===== config.mk =====
export PLATFORM = sky130hd
export DESIGN_NAME = noc_packet_injector
export DESIGN_NICKNAME = d
export VERILOG_FILES = /design/src/rtl/noc_packet_injector.sv
export SDC_FILE = /design/constraint.sdc
export NUM_CORES = 1
export LEC_CHECK = 0
export CAP_MARGIN = 20
export CORE_ASPECT_RATIO = 1.4
export CORE_UTILIZATION = 30
export CTS_CLUSTER_DIAMETER = 80
export CTS_CLUSTER_SIZE = 30
export DETAILED_ROUTE_END_ITERATION = 16
export GPL_TIMING_DRIVEN = 0
export PLACE_DENSITY = 0.65
export RECOVER_POWER = 25
export SLEW_MARGIN = 15
export SYNTH_ARGS = -nofsm -noshare
export SYNTH_HDL_FRONTEND = slang
export SYNTH_SLANG_ARGS = --single-unit
export TNS_END_PERCENT = 10

===== constraint.sdc =====
create_clock -name clk -period 2.35 [get_ports clk]
set_clock_uncertainty 0.15 [all_clocks]
set_input_delay 0.47 -clock clk [delete_from_list [all_inputs] [get_ports clk]]
set_output_delay 0.47 -clock clk [all_outputs]
set_load 0.02 [all_outputs]

===== src/rtl/noc_packet_injector.sv =====
// noc_packet_injector: turns core packet descriptors plus a payload stream into
// wormhole flits for the router local input, honouring on/off backpressure.
// Optional build macro: NOC_INJECTOR_STATS_EN adds saturating stat counters.
module noc_packet_injector #(
   parameter  int LINK_WIDTH = 8,
   parameter  int MESH_DIM   = 4,
   parameter  int MAX_LEN    = 15,
   localparam int ID_W       = $clog2(MESH_DIM*MESH_DIM),
   localparam int LEN_W      = $clog2(MAX_LEN+1)
) (
   input  logic                  clk,
   input  logic                  rst,
   input  logic                  pkt_valid,
   output logic                  pkt_ready,
   input  logic [ID_W-1:0]       pkt_dest,
   input  logic [LEN_W-1:0]      pkt_len,
   input  logic                  data_valid,
   output logic                  data_ready,
   input  logic [LINK_WIDTH-3:0] data,
   output logic [LINK_WIDTH-1:0] local_in_flit,
   output logic                  local_wr_en,
   input  logic                  router_out_full,
   output logic                  busy
`ifdef NOC_INJECTOR_STATS_EN
   ,
   output logic [15:0]           stat_pkts,
   output logic [15:0]           stat_flits,
   output logic [15:0]           stat_stalls
`endif
);

   localparam int BODY_W = LINK_WIDTH-2;

   localparam logic [1:0] TYPE_BODY   = 2'b00;
   localparam logic [1:0] TYPE_HEAD   = 2'b01;
   localparam logic [1:0] TYPE_TAIL   = 2'b10;
   localparam logic [1:0] TYPE_SINGLE = 2'b11;

   typedef enum logic [1:0] {IDLE, HEAD, BODY} state_t;

   state_t             state;
   logic [ID_W-1:0]    dest_q;
   logic [LEN_W-1:0]   len_q;
   logic [LEN_W-1:0]   remaining;
   logic               pkt_ready_q;
   logic               busy_q;
   logic [BODY_W-1:0]  head_body;
   logic               len_zero;
   logic               last_body;

   assign len_zero  = (len_q == '0);
   assign last_body = (remaining == LEN_W'(1));

   assign pkt_ready = pkt_ready_q;
   assign busy      = busy_q;

   // Flit mux and send strobes; the send decision must see full/data_valid this cycle.
   always_comb begin
      head_body                = '0;
      head_body[ID_W-1:0]      = dest_q;
      local_wr_en              = 1'b0;
      data_ready               = 1'b0;
      local_in_flit            = '0;
      case (state)
         HEAD: begin
            local_wr_en   = !router_out_full;
            local_in_flit = {(len_zero ? TYPE_SINGLE : TYPE_HEAD), head_body};
         end
         BODY: begin
            local_wr_en   = data_valid && !router_out_full;
            data_ready    = data_valid && !router_out_full;
            local_in_flit = {(last_body ? TYPE_TAIL : TYPE_BODY), data};
         end
         default: ;
      endcase
   end

   // Packet FSM; pkt_ready/busy are registered alongside the state.
   always_ff @(posedge clk) begin
      if (rst) begin
         state       <= IDLE;
         dest_q      <= '0;
         len_q       <= '0;
         remaining   <= '0;
         pkt_ready_q <= 1'b1;
         busy_q      <= 1'b0;
      end else begin
         case (state)
            IDLE: begin
               if (pkt_valid) begin
                  dest_q      <= pkt_dest;
                  len_q       <= pkt_len;
                  state       <= HEAD;
                  pkt_ready_q <= 1'b0;
                  busy_q      <= 1'b1;
               end
            end
            HEAD: begin
               if (local_wr_en) begin
                  if (len_zero) begin
                     state       <= IDLE;
                     pkt_ready_q <= 1'b1;
                     busy_q      <= 1'b0;
                  end else begin
                     remaining <= len_q;
                     state     <= BODY;
                  end
               end
            end
            BODY: begin
               if (local_wr_en) begin
                  remaining <= remaining - LEN_W'(1);
                  if (last_body) begin
                     state       <= IDLE;
                     pkt_ready_q <= 1'b1;
                     busy_q      <= 1'b0;
                  end
               end
            end
            default: begin
               state       <= IDLE;
               pkt_ready_q <= 1'b1;
               busy_q      <= 1'b0;
            end
         endcase
      end
   end

`ifdef NOC_INJECTOR_STATS_EN
   logic sent_last;
   logic stalled;

   assign sent_last = local_wr_en &&
                      (((state == HEAD) && len_zero) || ((state == BODY) && last_body));
   assign stalled   = (state != IDLE) && router_out_full;

   // Saturating statistics counters.
   always_ff @(posedge clk) begin
      if (rst) begin
         stat_pkts   <= '0;
         stat_flits  <= '0;
         stat_stalls <= '0;
      end else begin
         if (sent_last && (stat_pkts != 16'hFFFF))
            stat_pkts <= stat_pkts + 16'd1;
         if (local_wr_en && (stat_flits != 16'hFFFF))
            stat_flits <= stat_flits + 16'd1;
         if (stalled && (stat_stalls != 16'hFFFF))
            stat_stalls <= stat_stalls + 16'd1;
      end
   end
`endif

endmodule


# Yosys cells after proc, flatten, opt, wreduce, memory -nomap -nowiden
# Cells that the tools add are included.
# classes
muxes	27
n_reduce_logical	9
n_addsub	1
eq_ne	9
# ops
operator	count
case mux 8 bit (2 select lines)	1
2-to-1 mux 2 bit	7
2-to-1 mux 4 bit	3
!= test 2 bit, second input constant	6
2-to-1 mux 1 bit	11
case mux 4 bit (2 select lines)	1
AND reduction 4 bit	2
case mux 1 bit (3 select lines)	2
case mux 2 bit (3 select lines)	1
AND reduction 5 bit	1
equality test 4 x 1 -> 1 bit, second input constant	1
zero test 4 bit	1
subtractor 4 x 1 -> 4 bit, second input constant	1
equality test 2 x 1 -> 1 bit, second input constant	1
equality test 2 bit, second input constant	1
zero test 2 bit	1
case mux 1 bit (2 select lines)	1
AND reduction 2 bit	1
nonzero test 2 bit	1
logical AND 1 bit	1
zero test 1 bit	1
# totals
inputBits	19
output_inout_bits	12
regBits	16
wordCells	52

# Logic depth before layout (Yosys ltp)
# Gate-level depths: netlist of run 1.
# depth
depth_word	5
ltp_mapped	7
mapped_depth_nobuf	6

# Worst setup path before layout of run 1
# No wires, ideal clock.
# synth_path
path_type	flip-flop to flip-flop
from	register state[0]
to	register remaining[0]
arrival_ns	1.725
path_slack_ns	0.389
stages_incl_launch_ff	8
path_buffers	1
period_less_slack_ns	1.961
path_cell_list	dfxtp_1 -> inv_1 -> ha_1 -> buf_6 -> or2_4 -> a221oi_4 -> o21ai_2 -> a221oi_2
# synth_via
elab_chain_len	4
elab_cells_between_ends	9
cone_classes	eq/ne: 5; mux: 2; reduce/logical: 2
# synth_lines
item	line_no	text
start, declared	41	state_t state;
start signal, assigned	81	state <= IDLE;
start signal, assigned	93	state <= HEAD;
start signal, assigned	101	state <= IDLE;
equality test 2 bit or equality test 2 x 1 -> 1 bit (tied branches)	64, 88	
case mux 1 bit (2 select lines)	64	case (state)
!= test 2 bit (no source line)	n/a	
AND reduction 4 bit (no source line)	n/a	
end signal, assigned	105	remaining <= len_q;
end signal, assigned	112	remaining <= remaining - LEN_W'(1);
end, declared	44	logic [LEN_W-1:0] remaining;
# Parallel ways exist; a longest one is shown, timed or not.
# A chain may end at the register's enable or synchronous reset.

# Final worst setup path of run 1
# layout_path
from	register state[1]
to	output port local_in_flit[0]
# layout_via
elab_chain_len	2
elab_cells_between_ends	3
cone_classes	eq/ne: 2; mux: 1
# layout_lines
item	line_no	text
equality test 2 bit or equality test 2 x 1 -> 1 bit (tied branches)	64	
case mux 8 bit (2 select lines) *	64	
end, declared	20	output logic [LINK_WIDTH-1:0] local_in_flit,
# Every way passes the cells marked *; elsewhere a longest branch is shown, timed or not.

==> results of run 1 <==
-- through the flow --
stage / cell area [um^2] / TNS (ns) / instances / util [%] / hold WS (ns)
6_report: 1350 / 0 / 191 / 43.7 / 0.318
5_1_grt: 1350 / -0.0796 / 191 / 43.7 / 0.352
4_1_cts: 1360 / 0 / 191 / 43.9 / 0.317
3_5_place_dp: 1310 / -1.84 / 188 / 42.4 / 0.307
3_3_place_gp: 1310 / -1.49 / 188 / 42.4 / 0.302
2_1_floorplan: 973 / 0 / 120 / - / 0.287
-- flip-flops by register name (all words and copies together) (netlist names) --
signal,cells
len_q,4
remaining,4
pkt_ready,1
dest_q,4
state,2
busy,1
-- cells by family after synthesis --
family | Yosys count
flops | 16
fa+ha+maj | 7
simple gates | 45
compound gates | 33
mux | 4
buf+inv | 15
-- metal layers --
metal  global-route usage [%]  vias up
met1                     16.9      454
met5                        0        -
met4                     8.25        0
met3                     1.75        6
met2                     27.0       22
li1                         -      480
-- synthesized netlist by cell type (2+ instances only) --
| cell | number | area [um^2] |
|---|---|---|
| nand2b_1 | 2 | 12.5 |
| clkbuf_1 | 5 | 18.8 |
| dfxtp_1 | 16 | 320 |
| nand3_1 | 11 | 55.1 |
| o21ai_0 | 3 | 15.0 |
| and2_1 | 2 | 12.5 |
| nor2_1 | 14 | 52.6 |
| a22oi_1 | 5 | 37.5 |
| a221oi_2 | 2 | 30.0 |
| ha_1 | 7 | 87.6 |
| inv_1 | 8 | 30.0 |
| nand2_1 | 10 | 37.5 |
| mux2i_1 | 3 | 30.0 |
| a21oi_1 | 13 | 65.1 |
-- report_power, final --
group	total, uW	switching (uW)	internal, uW	leakage [uW]
sequential	372	43.6	328	0.000131
combinational	574	329	246	0.000365
clock	245	96.7	149	0.0000288
-- final cells by class --
cell class	instances	area [um^2]
fillers	310	1740
multi-input cells	89	603
flip-flops and latches	16	320
repair buffers	29	262
clock buffers	4	55.1
well taps	39	48.8
plain buffers	6	33.8
inverters	8	30.0
-- path summary, 6_finish.rpt --
check             cells past startpoint                   endpoint
setup / recovery                      6           local_in_flit[0]
hold / removal                        2     dest_q[3]$_SDFFE_PP0P_
hold reg to reg                       2     dest_q[3]$_SDFFE_PP0P_
setup reg to reg                      7  remaining[2]$_SDFFE_PP0P_
-- tightest hold or removal path, delay by kind of cell, from the launching register on --
family | cells | cell delay, ns
DFF | 1 | 0.32
and+or+nand+nor | 1 | 0.06
AOI/OAI and AO/OA | 1 | 0.05
-- layout by cell type, fill, tap and decap left out, types with 2 or more instances in the layout --
| cell | n |
|---|---|
| inv_1 | 8 |
| nand2_1 | 10 |
| and2_1 | 2 |
| a21oi_1 | 13 |
| nand3_1 | 11 |
| o21ai_0 | 3 |
| nand2b_1 | 2 |
| clkdlybuf4s50_1 | 18 |
| ha_1 | 7 |
| clkbuf_1 | 4 |
| a22oi_2 | 2 |
| nor2_1 | 14 |
| a221oi_2 | 2 |
| mux2i_1 | 3 |
| dlygate4sd2_1 | 3 |
| clkbuf_8 | 4 |
| clkbuf_2 | 5 |
| a22oi_1 | 3 |
| dfxtp_1 | 16 |
| dlygate4sd3_1 | 2 |
==> impl_metrics.yaml, run 1 <==
outcome:
  status: "finished clean"
routing:
  antenna_left: 0
  wl_met1_um: 986
  viasPerCell: 5.04
  dr_wl_met2_um: 1210
  firstDrtPassIters: 4
  wl_met3_um: 78
  vias: 962
  drc_errors: 0
  highest_layer: "met4"
  drt_iter0_drc: 28
  totalWireLength_um: 2330
  wl_per_cell_um: 12.2
run:
  maxCapViolCount: 0
timing:
  relSlewSlack_pct: 68.3
  finalCriticalPeriod_ns: 2.26
  worstMarginPinSlew_ns: 0.471
  finalHoldViolCount: 0
  rsz0062_at_grt: "yes"
  setup_violations: 0
  fmax_mhz: 443
  drv_slew: 0
  period_share_pct: 96.1
  setup_slack_ns: 0.0928
global_routing:
  grt_start_max_net_pins: 19
  grtUsageTotal_pct: 15.2
  gr-total-overflow: 0
  grt_pass1_vias: 972
  grt_pass1_wl_um: 4110
  antenna_found_initial: 0
yosys:
  syn_avg_cell_area_um2: 8.11
  async_flop_share_pct: 0
  synthAdderAreaFrac_pct: 9.00
  synth-seq-cells: 16
  yosys.area_share.simple_pct: 22.4
  syn-num-nets: 146
  synth_top_family_by_area: "compound AO/OA/AOI/OAI gates"
  synth_mux_area_share_pct: 4.24
  syn_area_um2: 973
  synth_xor_area_share_pct: 0
  synth_cell_types: 33
  synth_warnings: 0
  synth_compound_area_share_pct: 24.8
  synth_flop_cell: "dfxtp_1"
  seq_area_frac_synth_pct: 32.9
  synth_edf_count: 0
  syn_inst: 120
cts:
  cts_sinks: 16
  ctsResizeCount: 10
  clk_path_buf_depth: 2
  clkSlewWorstSetupHoldPaths_ns: 0.07
  worst_skew_pair.late_latency_ns: 0.25
  cts_buffers: 3
  cts_max_level: 1
  post_cts_buffers: 0
  cts_root_buf: "clkbuf_8"
  postCtsHoldBufs: 0
  cts_tree: "yes"
power:
  p_leak_uw: 0.000525
  total_power_uw: 1190
  power.density_nw_per_um2: 881
  ir_drop_v: 0.000367
critical_path:
  cp.required_ns: 1.73
  r2r_start: "state[0]$_SDFFE_PP0P_"
  crit_buf_inv: 3
  worst-setup-path-type: "flip-flop to output pin"
  crit_path_start_kind: "flip-flop"
  slowest_delay_ns: 0.34
  r2r_setup_slack_ns: 0.10
  cp_max_fo: 10
  critPathLaunch: "state[1]$_SDFFE_PP0P_"
  crit_chain: "inv_1 -> ha_1 -> clkbuf_4 -> a22oi_2 -> nor2_1 -> clkdlybuf4s15_1"
  slowest_stage: "dfxtp_1"
  end_kind: "output pin"
  crit_family: "buffers and inverters"
  critPathArrivalTime_ns: 1.64
floorplanning:
  rows: 24
  start_util_pct: 31.5
  ios: 31
  die_area_um2: 3480
  die_x_um: 50.1
  core_area_um2: 3090
  die_h_um: 69.4
placement:
  place_ws_ns: -0.236
  place_hpwl_um: 1880
  portBuffers: 29
  gp_congestion: 0.754
cells_and_area:
  layout.nets: 179
  diodes: 0
  syn_to_final_growth_pct: 38.9
  drive_gt1_share_pct: 14.5
worst_hold_path:
  min_from: "dest_q[3]$_SDFFE_PP0P_"
  hold_class: "flip-flop to flip-flop"
Note: power is estimated with default switching activity, not from simulation.
==> run 2: changes to the inputs <==
- SKIP_LAST_GASP: unset -> 1
==> run 2 against run 1 <==
The flow now finishes with violations (negative setup slack). Power is essentially flat. Hold slack is essentially flat. Sequential share of layout area shrank 0.39 points. Die area is the same. Via count grew 0.31%. Flip-flop and latch count is the same. Global-route usage is essentially flat. Utilization grew 0.73 points. Worst setup slack lost 0.27 ns. Cell area grew 1.7%. Clock power is essentially flat. Critical endpoint is now local_in_flit[2].
==> impl_metrics.yaml, run 2 (synthesized netlist as in run 1, its figures left out) <==
floorplanning:
  die_area_um2: 3480
  rows: 24
  die_x_um: 50.1
  ios: 31
  start_util_pct: 31.5
  die_h_um: 69.4
  core_area_um2: 3090
timing:
  rsz0062_at_grt: "yes"
  worstMarginPinSlew_ns: 0.471
  finalCriticalPeriod_ns: 2.53
  drv_slew: 0
  relSlewSlack_pct: 68.3
  fmax_mhz: 395
  holdWs_ns: 0.317
  tns_ns: -0.733
  finalHoldViolCount: 0
  period_share_pct: 108
  setup_slack_ns: -0.181
  setup_violations: 6
cells_and_area:
  final_common_cell: "clkdlybuf4s50_1"
  fin_area_um2: 1380
  multi_input_area_um2: 593
  top_regs: "dest_q (4), len_q (4), remaining (4)"
  diodes: 0
  instances_no_fill: 191
  layout.filler_cells: 307
  layout_common_cells: "24 x clkdlybuf4s50_1, 16 x dfxtp_1, 14 x nor2_1, 13 x a21oi_1, 11 x nand3_1"
  syn_to_final_growth_pct: 41.3
  layout.nets: 179
  drive_gt1_share_pct: 9.87
  regArea_um2: 320
critical_path:
  end_kind: "output pin"
  critPathArrivalTime_ns: 1.91
  cp.required_ns: 1.73
  reg2reg_depth: 7
  r2r_setup_slack_ns: 0.10
  slowest_stage: "clkdlybuf4s50_1"
  cp_max_fo: 10
  r2r_start: "state[0]$_SDFFE_PP0P_"
  crit_path_start_kind: "flip-flop"
  worst-setup-path-type: "flip-flop to output pin"
  crit_chain: "inv_1 -> ha_1 -> clkbuf_4 -> a22oi_1 -> nor2_1 -> clkdlybuf4s50_1"
  r2r_end: "remaining[2]$_SDFFE_PP0P_"
  slowest_delay_ns: 0.61
placement:
  placed_area_um2: 1310
  portBuffers: 29
  gp_congestion: 0.754
  place_hpwl_um: 1880
  dpl.cell_count: 188
routing:
  drc_errors: 0
  firstDrtPassIters: 4
  wl_per_cell_um: 12.2
  antenna_left: 0
  drt_iter0_drc: 26
  totalWireLength_um: 2330
  vias: 965
  viasPerCell: 5.05
cts:
  cts_tree: "yes"
  cts_buffers: 3
  cts_sinks: 16
  postCtsHoldBufs: 0
  worst_skew_pair.late_latency_ns: 0.25
  cts_root_buf: "clkbuf_8"
  cts_max_level: 1
  clk_path_buf_depth: 2
  clkSlewWorstSetupHoldPaths_ns: 0.07
global_routing:
  grtUsageTotal_pct: 15.1
  grt_pass1_wl_um: 4100
  antenna_found_initial: 0
  gr-total-overflow: 0
  grt_pass1_vias: 970
  grt_start_max_net_pins: 19
power:
  ir_drop_v: 0.000367
  p_leak_uw: 0.000544
  power.density_nw_per_um2: 867
outcome:
  status: "finished with violations"
  violations: "negative setup slack"
worst_hold_path:
  hold_class: "flip-flop to flip-flop"
  min_from: "dest_q[0]$_SDFFE_PP0P_"
  hold-path-endpoint: "dest_q[0]$_SDFFE_PP0P_"
  whs_path_depth: 2
run:
  maxCapViolCount: 0
-- run 2: worst max-delay path: cells and delay by family, from the launching register on --
family                   cells  cell delay [ns]
flip-flops                   1             0.32
AND/OR/NAND/NOR              1             0.09
buffers and inverters        3             0.96
AO/OA/AOI/OAI                1             0.10
adder cells (fa/ha/maj)      1             0.19
-- run 2: layout make-up --
cell class / count / area share (%)
repair buffers: 29 / 21.4
multi-input cells: 89 / 43.1
plain buffers: 6 / 2.46
well taps: 39 / 3.55
clock buffers: 4 / 4.00
flip-flops and latches: 16 / 23.3
inverters: 8 / 2.18
-- run 2: where the power goes --
group          switching, uW  total (uW)  internal [uW]
registers               42.7         371            328
logic                    325         576            251
clock network           96.8         245            149
-- run 2: how the worst max path moves through the flow --
stage | from | end | cells past startpoint | slack, ns
after global placement | state[0]$_SDFFE_PP0P_ | local_in_flit[7] | 7 | -0.20
final | state[1]$_SDFFE_PP0P_ | local_in_flit[2] | 6 | -0.18
after global routing | state[1]$_SDFFE_PP0P_ | local_in_flit[2] | 6 | -0.33
after detailed placement | state[0]$_SDFFE_PP0P_ | local_in_flit[1] | 7 | -0.24
after floorplan | state[0]$_SDFFE_PP0P_ | remaining[0]$_SDFFE_PP0P_ | 7 | 0.39
after CTS | state[1]$_SDFFE_PP0P_ | local_in_flit[1] | 6 | -0.24
-- run 2: stage by stage --
| step | util [%] | total power, uW | setup WS [ns] |
|---|---|---|---|
| finish | 44.5 | 1190 | -0.181 |
| global route | 44.5 | 1290 | -0.329 |
| CTS | 44.2 | 1200 | -0.245 |
| detailed placement | 42.4 | 959 | -0.236 |
| global placement | 42.4 | 945 | -0.200 |
| floorplan | - | 786 | 0.389 |
-- run 2: layer usage --
metal / global-route usage [%] / up-vias / wire, um
met4: 8.25 / 0 / 60
met1: 16.8 / 455 / 979
met5: 0 / - / 0
li1: - / 482 / -
met3: 1.75 / 6 / 77
met2: 27.0 / 22 / 1210
-- run 2: what timing repair did --
action                                  4_1_cts  5_1_grt
gates resized for setup                       2        3
setup buffers                                 0        0
endpoints found under the setup margin        9       10
==> run 3: changes to the inputs <==
- MAX_ROUTING_LAYER: unset -> met4
==> run 3 against run 2 <==
The run still ends with negative setup slack left. Clock power hardly changed. Routed wire length hardly changed. Hold slack about the same. Via count rose by 0.10%. Cell area is the same. Combinational power about the same.
==> impl_metrics.yaml, run 3 (synthesized netlist as in run 1, its figures left out) <==
timing:
  period_share_pct: 108
  drv_slew: 0
  finalHoldViolCount: 0
  relSlewSlack_pct: 68.4
  setup_slack_ns: -0.179
  fmax_mhz: 395
  holdWs_ns: 0.317
  rsz0062_at_grt: "yes"
  finalCriticalPeriod_ns: 2.53
  worstMarginPinSlew_ns: 0.470
  setup_violations: 6
global_routing:
  grtUsageTotal_pct: 15.6
  antenna_found_initial: 0
  gr-total-overflow: 0
  grt_start_max_net_pins: 19
  grt_pass1_wl_um: 4100
  grt_pass1_vias: 971
power:
  p_seq_share_pct: 31.1
  ir_drop_v: 0.000368
  power.share.clock_pct: 20.5
  power.density_nw_per_um2: 867
  p_leak_uw: 0.000544
  switching_power_uw: 464
  p_int_uw: 727
  swShare_pct: 39.0
  power_frac_comb_pct: 48.4
cells_and_area:
  instances_no_fill: 191
  final_common_cell: "clkdlybuf4s50_1"
  regArea_um2: 320
  diodes: 0
  syn_to_final_growth_pct: 41.3
  top_regs: "dest_q (4), len_q (4), remaining (4)"
  drive_gt1_share_pct: 9.87
  layout_common_cells: "24 x clkdlybuf4s50_1, 16 x dfxtp_1, 14 x nor2_1, 13 x a21oi_1, 11 x nand3_1"
  layout.filler_cells: 307
  multi_input_area_um2: 593
  layout.nets: 179
critical_path:
  crit_buf_inv: 3
  crit_chain: "inv_1 -> ha_1 -> clkbuf_4 -> a22oi_1 -> nor2_1 -> clkdlybuf4s50_1"
  critPathLaunch: "state[1]$_SDFFE_PP0P_"
  crit_path_start_kind: "flip-flop"
  reg2reg_depth: 7
  crit_cells: 6
  cp_max_fo: 10
  worst-setup-path-type: "flip-flop to output pin"
  critPathArrivalTime_ns: 1.91
  end_kind: "output pin"
  crit_family: "buffers and inverters"
  slowest_stage: "clkdlybuf4s50_1"
  slowest_delay_ns: 0.61
  r2r_setup_slack_ns: 0.10
  r2r_start: "state[0]$_SDFFE_PP0P_"
  cp.required_ns: 1.73
cts:
  post_cts_buffers: 0
  postCtsHoldBufs: 0
  clk_path_buf_depth: 2
  cts_root_buf: "clkbuf_8"
  cts_tree: "yes"
  worst_skew_pair.late_latency_ns: 0.25
  cts_max_level: 1
  clkSlewWorstSetupHoldPaths_ns: 0.07
  cts_buffers: 3
  ctsResizeCount: 2
  cts_sinks: 16
routing:
  firstDrtPassIters: 4
  vias: 966
  drc_errors: 0
  antenna_left: 0
  wl_per_cell_um: 12.2
  viasPerCell: 5.06
  totalWireLength_um: 2330
  drt_iter0_drc: 26
floorplanning:
  ios: 31
  start_util_pct: 31.5
  rows: 24
  die_area_um2: 3480
  die_h_um: 69.4
  die_x_um: 50.1
  core_area_um2: 3090
outcome:
  violations: "negative setup slack"
  status: "finished with violations"
worst_hold_path:
  min_from: "dest_q[0]$_SDFFE_PP0P_"
  hold_class: "flip-flop to flip-flop"
  whs_path_depth: 2
placement:
  gp_congestion: 0.764
  place_hpwl_um: 1880
  dpl.cell_count: 188
  portBuffers: 29
run:
  maxCapViolCount: 0
## run 3: metal layers
metal  up-vias  GRT usage, %  routed length, um
met5         -             -                  0
met4         0          8.25                 48
met3         4          1.75                 76
met2        22          27.0               1230
met1       458          16.8                975
li1        482             -                  -
## run 3: final cells by class
type / instances / area share [%]
Multi-Input combinational cell: 89 / 43.1
Clock buffer: 4 / 4.00
Timing Repair Buffer: 29 / 21.4
Tap cell: 39 / 3.55
Inverter: 8 / 2.18
Buffer: 6 / 2.46
Sequential cell: 16 / 23.3
## run 3: final timing paths
path                               endpoint
setup / recovery           local_in_flit[2]
hold / removal       dest_q[0]$_SDFFE_PP0P_
hold reg to reg      dest_q[0]$_SDFFE_PP0P_
setup reg to reg  remaining[2]$_SDFFE_PP0P_
## run 3: power groups by stage
stage / combinational, uW / clock, uW / sequential (uW)
final: 577 / 244 / 371
after global routing: 646 / 265 / 379
after detailed placement: 582 / 0 / 377
after floorplan: 404 / 0 / 383
after global placement: 570 / 0 / 375
after CTS: 580 / 252 / 372
## run 3: worst min-delay path, cell delays in order, from the launching register on
cell and delay, ns:
dfxtp_1 0.31, nand2_1 0.05, a21oi_1 0.05
## run 3: stage by stage
stage / setup WS (ns) / power [uW] / instance area (um^2) / utilization (%) / TNS, ns
after floorplan: 0.389 / 786 / 973 / - / 0
after global placement: -0.200 / 945 / 1310 / 42.4 / -1.49
after detailed placement: -0.236 / 959 / 1310 / 42.4 / -1.84
after CTS: -0.245 / 1200 / 1370 / 44.2 / -1.39
after global routing: -0.329 / 1290 / 1380 / 44.5 / -1.57
final: -0.179 / 1190 / 1380 / 44.5 / -0.725
